===== src/rtl/rf_arb_pkg.sv =====
// rtl/rf_arb_pkg.sv - shared constants and round-robin pick helper for register-file arbiters
//
// Purpose: register-file geometry constants and rr_pick, a rotate / find-first /
// un-rotate search usable by any arbiter of up to MAX_REQ requesters.
// Ports: none (package).
package rf_arb_pkg;

  localparam int REG_ADDR_W = 5;
  localparam int NUM_REGS   = 32;
  localparam int MAX_REQ    = 8;

  // Returns {found, index}. The search begins at ptr and walks upward modulo n.
  // Walking the rotated vector from the top down lets the lowest rotated
  // position, i.e. the one closest to ptr, be written last and win.
  function automatic logic [3:0] rr_pick(input logic [MAX_REQ-1:0] valid,
                                         input logic [2:0]         ptr,
                                         input int                 n);
    logic [MAX_REQ-1:0] rot;
    logic [3:0]         res;
    int                 idx;
    res = '0;
    rot = '0;
    for (int i = 0; i < MAX_REQ; i++) begin
      idx = (int'(ptr) + i) % n;
      if (i < n) rot[i] = valid[idx];
    end
    for (int i = MAX_REQ - 1; i >= 0; i--) begin
      if (rot[i]) res = {1'b1, 3'((int'(ptr) + i) % n)};
    end
    return res;
  endfunction

endpackage


===== src/rtl/rr_priority_pick.sv =====
// rtl/rr_priority_pick.sv - combinational round-robin one-hot pick
//
// Purpose: picks the first asserted request at or above ptr_i, wrapping.
// Ports:
//   req_valid_i  in  NUM_REQ  pending requests
//   ptr_i        in  ID_W     highest-priority requester index
//   pick_o       out NUM_REQ  one-hot (or zero) winner
//   pick_id_o    out ID_W     winner index (valid when pick_vld_o)
//   pick_vld_o   out 1        any request pending
module rr_priority_pick
  import rf_arb_pkg::*;
#(
  parameter int NUM_REQ = 4,
  parameter int ID_W    = $clog2(NUM_REQ)
) (
  input  logic [NUM_REQ-1:0] req_valid_i,
  input  logic [ID_W-1:0]    ptr_i,
  output logic [NUM_REQ-1:0] pick_o,
  output logic [ID_W-1:0]    pick_id_o,
  output logic               pick_vld_o
);

  logic [3:0] res;

  always_comb begin
    res        = rr_pick(MAX_REQ'(req_valid_i), 3'(ptr_i), NUM_REQ);
    pick_vld_o = res[3];
    pick_id_o  = ID_W'(res[2:0]);
    pick_o     = '0;
    for (int i = 0; i < NUM_REQ; i++) begin
      if (res[3] && int'(res[2:0]) == i) pick_o[i] = 1'b1;
    end
  end

endmodule


===== src/rtl/rf_read_arbiter.sv =====
// rtl/rf_read_arbiter.sv - round-robin arbiter sharing one register-file read port
//
// Purpose: grants one requester per cycle, drives the shared mux select from the
// winner's address (S1), captures the mux output a cycle later (S2) and returns
// it with the winner's ID on a valid/ready channel.
// Ports:
//   clk, rst     clock, asynchronous active-high reset
//   req_valid    in  NUM_REQ    per-requester read request
//   req_addr     in  NUM_REQ*5  requester i address at [5i+4:5i]
//   req_ready    out NUM_REQ    one-hot-or-zero grant
//   mux_sel      out 5          shared mux select (= sel_q)
//   mux_out      in  N          shared mux output
//   rsp_valid    out 1          response valid
//   rsp_ready    in  1          response consumer ready
//   rsp_data     out N          captured read data
//   rsp_id       out ID_W       owner of rsp_data
module rf_read_arbiter
  import rf_arb_pkg::*;
#(
  parameter  int N       = 32,
  parameter  int NUM_REQ = 4,
  localparam int ID_W    = $clog2(NUM_REQ)
) (
  input  logic                          clk,
  input  logic                          rst,
  input  logic [NUM_REQ-1:0]            req_valid,
  input  logic [NUM_REQ*REG_ADDR_W-1:0] req_addr,
  output logic [NUM_REQ-1:0]            req_ready,
  output logic [REG_ADDR_W-1:0]         mux_sel,
  input  logic [N-1:0]                  mux_out,
  output logic                          rsp_valid,
  input  logic                          rsp_ready,
  output logic [N-1:0]                  rsp_data,
  output logic [ID_W-1:0]               rsp_id
);

  logic                  s1_v_q, s1_v_d;
  logic [REG_ADDR_W-1:0] sel_q, sel_d;
  logic [ID_W-1:0]       id_q, id_d;
  logic [ID_W-1:0]       ptr_q, ptr_d;
  logic                  rsp_valid_q, rsp_valid_d;
  logic [N-1:0]          rsp_data_q, rsp_data_d;
  logic [ID_W-1:0]       rsp_id_q, rsp_id_d;

  logic                  s2_free, s1_free, grant;
  logic [NUM_REQ-1:0]    pick;
  logic [ID_W-1:0]       pick_id;
  logic                  pick_vld;

  rr_priority_pick #(
    .NUM_REQ (NUM_REQ),
    .ID_W    (ID_W)
  ) u_pick (
    .req_valid_i (req_valid),
    .ptr_i       (ptr_q),
    .pick_o      (pick),
    .pick_id_o   (pick_id),
    .pick_vld_o  (pick_vld)
  );

  always_comb begin
    s2_free = !rsp_valid_q || rsp_ready;
    s1_free = !s1_v_q || s2_free;
    // rst gates the grant so no requester sees a handshake during reset.
    grant     = s1_free && pick_vld && !rst;
    req_ready = grant ? pick : '0;

    s1_v_d      = s1_v_q;
    sel_d       = sel_q;
    id_d        = id_q;
    ptr_d       = ptr_q;
    rsp_valid_d = rsp_valid_q;
    rsp_data_d  = rsp_data_q;
    rsp_id_d    = rsp_id_q;

    if (grant) begin
      sel_d  = req_addr[int'(pick_id)*REG_ADDR_W +: REG_ADDR_W];
      id_d   = pick_id;
      s1_v_d = 1'b1;
      ptr_d  = (int'(pick_id) == NUM_REQ - 1) ? '0 : pick_id + ID_W'(1);
    end else if (s1_free) begin
      // sel_q deliberately holds so the shared mux does not toggle.
      s1_v_d = 1'b0;
    end

    if (s1_v_q && s2_free) begin
      rsp_data_d  = mux_out;
      rsp_id_d    = id_q;
      rsp_valid_d = 1'b1;
    end else if (rsp_ready) begin
      rsp_valid_d = 1'b0;
    end
  end

  always_ff @(posedge clk or posedge rst) begin
    if (rst) begin
      s1_v_q      <= 1'b0;
      sel_q       <= '0;
      id_q        <= '0;
      ptr_q       <= '0;
      rsp_valid_q <= 1'b0;
      rsp_data_q  <= '0;
      rsp_id_q    <= '0;
    end else begin
      s1_v_q      <= s1_v_d;
      sel_q       <= sel_d;
      id_q        <= id_d;
      ptr_q       <= ptr_d;
      rsp_valid_q <= rsp_valid_d;
      rsp_data_q  <= rsp_data_d;
      rsp_id_q    <= rsp_id_d;
    end
  end

  assign mux_sel   = sel_q;
  assign rsp_valid = rsp_valid_q;
  assign rsp_data  = rsp_data_q;
  assign rsp_id    = rsp_id_q;

endmodule


===== config.mk =====
export PLATFORM = sky130hd
export DESIGN_NAME = rf_read_arbiter
export DESIGN_NICKNAME = d
export VERILOG_FILES = /design/src/rtl/rf_arb_pkg.sv /design/src/rtl/rr_priority_pick.sv /design/src/rtl/rf_read_arbiter.sv
export SDC_FILE = /design/constraint.sdc
export NUM_CORES = 1
export LEC_CHECK = 0
export CAP_MARGIN = 20
export CORE_AREA = 5 5 64 66
export CTS_BUF_LIST = sky130_fd_sc_hd__clkbuf_4 sky130_fd_sc_hd__clkbuf_8
export DETAILED_ROUTE_END_ITERATION = 10
export DIE_AREA = 0 0 69 71
export DONT_BUFFER_PORTS = 1
export PLACE_DENSITY = 0.81
export RECOVER_POWER = 50
export SYNTH_ARGS = -nofsm -noshare
export SYNTH_HDL_FRONTEND = slang
export SYNTH_SLANG_ARGS = --single-unit

===== constraint.sdc =====
create_clock -name clk -period 4.7 [get_ports clk]
set_input_delay 1.41 -clock clk [delete_from_list [all_inputs] [get_ports clk]]
set_output_delay 1.41 -clock clk [all_outputs]
set_load 0.02 [all_outputs]

* Word level (Yosys, flattened, before mapping)
Index checks and enable logic that the tools add are counted.
Word-level totals: register bits 45, input bits 59, output and inout port bits 44, logic and storage cells 67
Cells by class: add/sub/neg operators 4, multipliers 1, $lt $le $gt $ge 4, equality and inequality tests 4, shift operators 1, muxes and demuxes 25, bitwise gates (word level) 3, reduce and logical (&&, ||, !) cells 18
Operator list (count):
- $mux 4 | 5
- $shiftx 20x6->5 | 1
- $lt 3x5->1 const B | 3
- $mux 1 | 15
- $bmux 1 s3 | 3
- $logic_and 1x1->1 | 7
- $eq 3x3->1 const B | 2
- $reduce_or 2->1 | 3
- $mul 2x3->5 const B | 1
- $add 2x1->2 const B | 2
- $add 2x2->2 const B | 2
- $lt 2x4->1 const B | 1
- $reduce_bool 2->1 | 2
- $and 1x1->1 const A | 3
- $eq 3x2->1 const B | 1
- $logic_not 1->1 | 3
- $logic_not 3->1 | 1
- $bmux 1 s2 | 1
- $eq 2x1->1 const B | 1
- $logic_or 1x1->1 | 2
- $mux 2 | 1

* Logic depth before layout (Yosys ltp)
word-level depth 14, depth in mapped cells 7, depth with buffers taken out 7

* Modules after synthesis
Synthesis repeated with hierarchy kept, for this count alone.
Second synthesis, totals: cells, all modules 149, area total of the unflattened synthesis 2055.7 um^2
Modules (own cells, without submodules):
- rf_read_arbiter | instances 1, cells an instance 116, area each 1844.3 um^2, seq. area each 1126.1 um^2
- rr_priority_pick | instances 1, cells an instance 33, area each 211.5 um^2, seq. area each 0.0 um^2

* Worst setup path before layout
OpenSTA, ideal clock, no wires.
path kind input port to output port, start point input port rst, end point output port req_ready[2], arrival time 3.407 ns, required time 3.290 ns, setup slack -0.117 ns, stages 4, path buffers 1, cell sequence inv_1 -> nand3_4 -> buf_4 -> nor3b_1
On the way: word-level cells in the longest chain between the ends 3
RTL lines:
- start, declared | line rf_read_arbiter.sv:25 | input logic rst,
- $logic_not 1->1 (no line)
- $logic_and 1x1->1 | line rf_read_arbiter.sv:65 | grant = s1_free && pick_vld && !rst;
- $mux 4 | line rf_read_arbiter.sv:66 | req_ready = grant ? pick : '0;
- end, declared | line rf_read_arbiter.sv:28 | output logic [NUM_REQ-1:0] req_ready,
Every way passes these cells.

* Worst setup path after layout
start point input port req_valid[0], end point output port req_ready[3]
On the way: word-level cells in the longest chain between the ends 11, elaborated cells between the ends (all ways) 21, classes of those cells eq/ne (1); mux (17); reduce/logical (3)
RTL lines:
- start, declared | line rf_read_arbiter.sv:26 | input logic [NUM_REQ-1:0] req_valid,
- $bmux 1 s3 | line rf_arb_pkg.sv:25 | if (i < n) rot[i] = valid[idx];
- $mux 1 (implied by the code) (2 in series) | line rf_arb_pkg.sv:25
- $mux 4 (3 in series) | line rf_arb_pkg.sv:28 | if (rot[i]) res = {1'b1, 3'((int'(ptr) + i) % n)};
- $mux 4 (*) | line rf_arb_pkg.sv:28
- $eq 3x3->1 | line rr_priority_pick.sv:31 | if (res[3] && int'(res[2:0]) == i) pick_o[i] = 1'b1;
- $logic_and 1x1->1 | line rr_priority_pick.sv:31
- $mux 1 | line rr_priority_pick.sv:31
- $mux 4 (*) | line rf_read_arbiter.sv:66
Mark *: on every way between the ends. The rest lies on a longest branch, timed or not. The select of a mux whose other input is x is not followed.

==> impl_summary.md <==
STA
The number of setup violations in the final report is 0. The achievable frequency is approximately 0.24 GHz. After layout, the minimum clock period comes to between 4000 and 5000 ps. The number of pins with negative max-slew slack in the final report came to 47. The share of the clock period used by the worst path is 0.885. Setup repair after global routing left no endpoint under its margin. The final-report hold violation count was 0. For the pin with the worst max-slew slack, the measured transition is around 2300 ps. The worst slew slack as a fraction of its limit is -0.522. The sum of negative setup slack is 0 ps. The worst clock skew on the final layout is 15.7 ps.

Synthesis
The number of flip-flops and latches in the synthesized netlist is 45. After synthesis the cells add up to between 2000 and 2500 um^2. The count of yosys warnings during synthesis is 0. The cell type with the highest aggregate area in the netlist is dfrtp_1. The average footprint of a synthesized cell is approximately 13 um^2. Synthesis produced a netlist with a net count of 209. The share of the Yosys chip area taken by registers is 0.560. The post-synthesis cell count is about 150. In this run, distinct cell masters in the synthesized netlist total 33. Sorting the synthesized cells by area gives the leading types as dfrtp_1 56%, mux2_2 20%, mux2_1 2.8%, a221o_1 2.5%, a21boi_0 1.9%. The most used flip-flop cell after synthesis is dfrtp_1. The share of synthesized area in the top cell type comes to 0.560.

The synthesized design contains 0 enable-type register cells. Of all flip-flops after synthesis, the portion carrying an async set or reset was 1.00.

Clock tree
For this design, the sink count on the clock tree is 45. The H-tree level count is 2. The TritonCTS clock tree is done. The cell sitting at the root of the clock tree is a clkbuf_4.

The later pin in the worst-skew pair is clocked with a latency of between 300 and 400 ps. The number of buffers on the longest clock path is 2. Buffers added to address setup during post-CTS repair amount to 0.

The post-cts repair resize count is 0. The clock-pin transition on the worst setup and hold timing paths is around 120 ps. The number of buffers created by CTS is 5. The cts-stage hold buffer count is 0.

Drt
Dividing the detail-routed via count by the number of cells gives approximately 6. The count of routing violations after the opening detailed-route iteration is between 60 and 70. The pre-antenna-repair detailed-routing pass consisted of 4 iterations.

Summing over every cut layer, the via total after detailed routing is ~1200. The final routed wire length divided by cell count is 20.1 um. The number of remaining DRC errors is 0. Once detail routing completed, the nets flagged for antenna violations numbered 0. Summed over all layers, the routed wires come to 4.14 mm.

Placed design
Summed over all nets, the half-perimeter wirelength after detailed placement is about 3.4 mm. The total of buffers placed on input and output ports is 0. The count of placed standard cells including taps is 198. The standard cell area after detailed placement is about 2100 um^2.

At the end of routability-driven placement, the weighted congestion stood at slightly below 0.8.

Flow run
The tool flagged a number of max-cap violations equal to 1.

Pwr
For this design the static power due to leakage is between 0.0009 and 0.001 uW. Across the VDD grid, the largest voltage drop is 230 uV. The power density over cell area is approximately 530 nW/um^2.

Final layout
Leaving out filler cells and counting taps, the final layout contains slightly above 200. The repair_antennas step left the layout with diodes totalling 0. The final non-filler cell area is 2160 um^2. Of the cells placed in the final design, the portion with a size suffix greater than 1 is 0.348. The number of nets in the finished design is ~220. The relative area change from synthesis to final layout is 7.28%.

Worst setup path
At the worst endpoint, the required time is around 3300 ps. The biggest fanout along the worst timing path is 8. STA puts the critical path data arrival time at 2750 ps. The nature of the critical path endpoint is an output port. The critical path is of the in -> out type. The element type at the critical path start is an input port.

Outcome
The final reports fail on capacitance limit, slew limit. The run finished, with violations left.

Die
In this run the core area contains 22 standard-cell rows. The count of pins on the block boundary is around 100. The total area inside the core boundary comes to between 3000 and 4000 um^2. The floorplan step defined a die boundary enclosing around 4900 um^2.

The initial utilization of the core area, before any placement, comes to 0.571. In this run the horizontal extent of the chip is 69 um. The floorplan step set the die height to 71 um.

Global routing
The via count of the first global-routing pass is around 1300. The combined global-route utilization of all metal layers is 0.178. Entering global routing, the biggest net connects between 40 and 50 pins. The leftover overflow at the end of global routing is 0. The number of antenna violations at the first check in global routing is 0.

The wire length of the first global-routing pass is a little under 7 mm.

Worst hold path
The path class of the tightest hold or removal check is reg -> reg.
-- flip-flops by register name (all words and copies together) (netlist names) --
register,count
rsp_valid,1
ptr_q,2
s1_v_q,1
id_q,2
rsp_data,32
rsp_id,2
mux_sel,5
-- power breakdown --
part | switching, uW | total (uW) | internal (uW)
Sequential | 183 | 667 | 483
Combinational | 126 | 269 | 143
Clock | 111 | 198 | 86.8
Total | 420 | 1130 | 713
-- per-layer routing --
| metal | wire (um) | vias to the layer above | share of wire | GRT usage |
|---|---|---|---|---|
| li1 | - | 554 | - | - |
| met4 | 98 | 0 | 0.024 | 0.0846 |
| met3 | 381 | 10 | 0.092 | 0.0767 |
| met1 | 1490 | 603 | 0.36 | 0.183 |
| met5 | 0 | - | 0 | 0 |
| met2 | 2170 | 65 | 0.52 | 0.310 |
-- through the flow --
stage | util | power, uW | hold slack [ps] | worst slack [ps]
after floorplan | - | 871 | 445 | 428
after global placement | 0.595 | 930 | 467 | 591
after detailed placement | 0.595 | 952 | 480 | 550
after CTS | 0.615 | 1150 | 509 | 538
after global routing | 0.612 | 1200 | 528 | 413
final | 0.612 | 1130 | 501 | 540
-- cell usage in the layout, fill, tap and decap left out, drive strengths merged --
master and count:
and3 1, a21o 2, or3 1, nor4 1, clkinv 1, nand2 3
nor2b 1, nand3 6, mux2 40, and2b 1, nand3b 1, nor3b 1
a221o 5, nand4b 1, ha 1, a21boi 5, clkbuf 8, clkinvlp 1
or2b 2, nand2b 2, a21oi 2, nor3 2, or4 2, nor2 6
dfrtp 45, buf 5, inv 4, and4b 2, o21ai 5, o21bai 1
-- Yosys cell counts, types with 3 or more instances --
master    count
mux2_2       35
a221o_1       5
clkbuf_1      4
o21ai_0       5
dfrtp_1      45
nor2_1        5
inv_1         5
mux2_1        5
nand3_1       5
a21boi_0      5
nand2_1       3
-- logic make-up after synthesis --
group           count (synthesis)  share of synthesized area
flops                          45                      0.560
mux                            40                      0.224
simple gates                   33                      0.117
compound gates                 20                     0.0722
buf+inv                        10                     0.0205
fa+ha+maj                       1                    0.00622
-- final cells by class --
type                       count  area, um^2
multi-input combinational     94         840
inverter                       5        20.0
clock buffer                   7        65.1
sequential                    45        1130
clock inverter                 1        5.00
tap                           48        60.1
fill                         296        1370
timing repair buffer           6        41.3
-- worst paths after layout --
path	startpoint	end	slack, ps	cells after the start
max	req_valid[0]	req_ready[3]	540	8
max reg2reg	rsp_valid	rsp_data[5]	2530	4
min	id_q[0]	id_q[0]	500	1
max in group asynchronous	rst	rsp_data[4]	1540	2
min in group asynchronous	rst	ptr_q[0]	1870	2
min reg2reg	id_q[0]	id_q[0]	500	1
-- critical path, cell delays in order --
cell     delay [ps]
nor2b_1         150
nor4_4          340
nor2_2           70
buf_4           170
inv_1           100
ha_1            160
inv_1            40
nor2_1          310
Note: power is estimated with default switching activity, not from simulation.
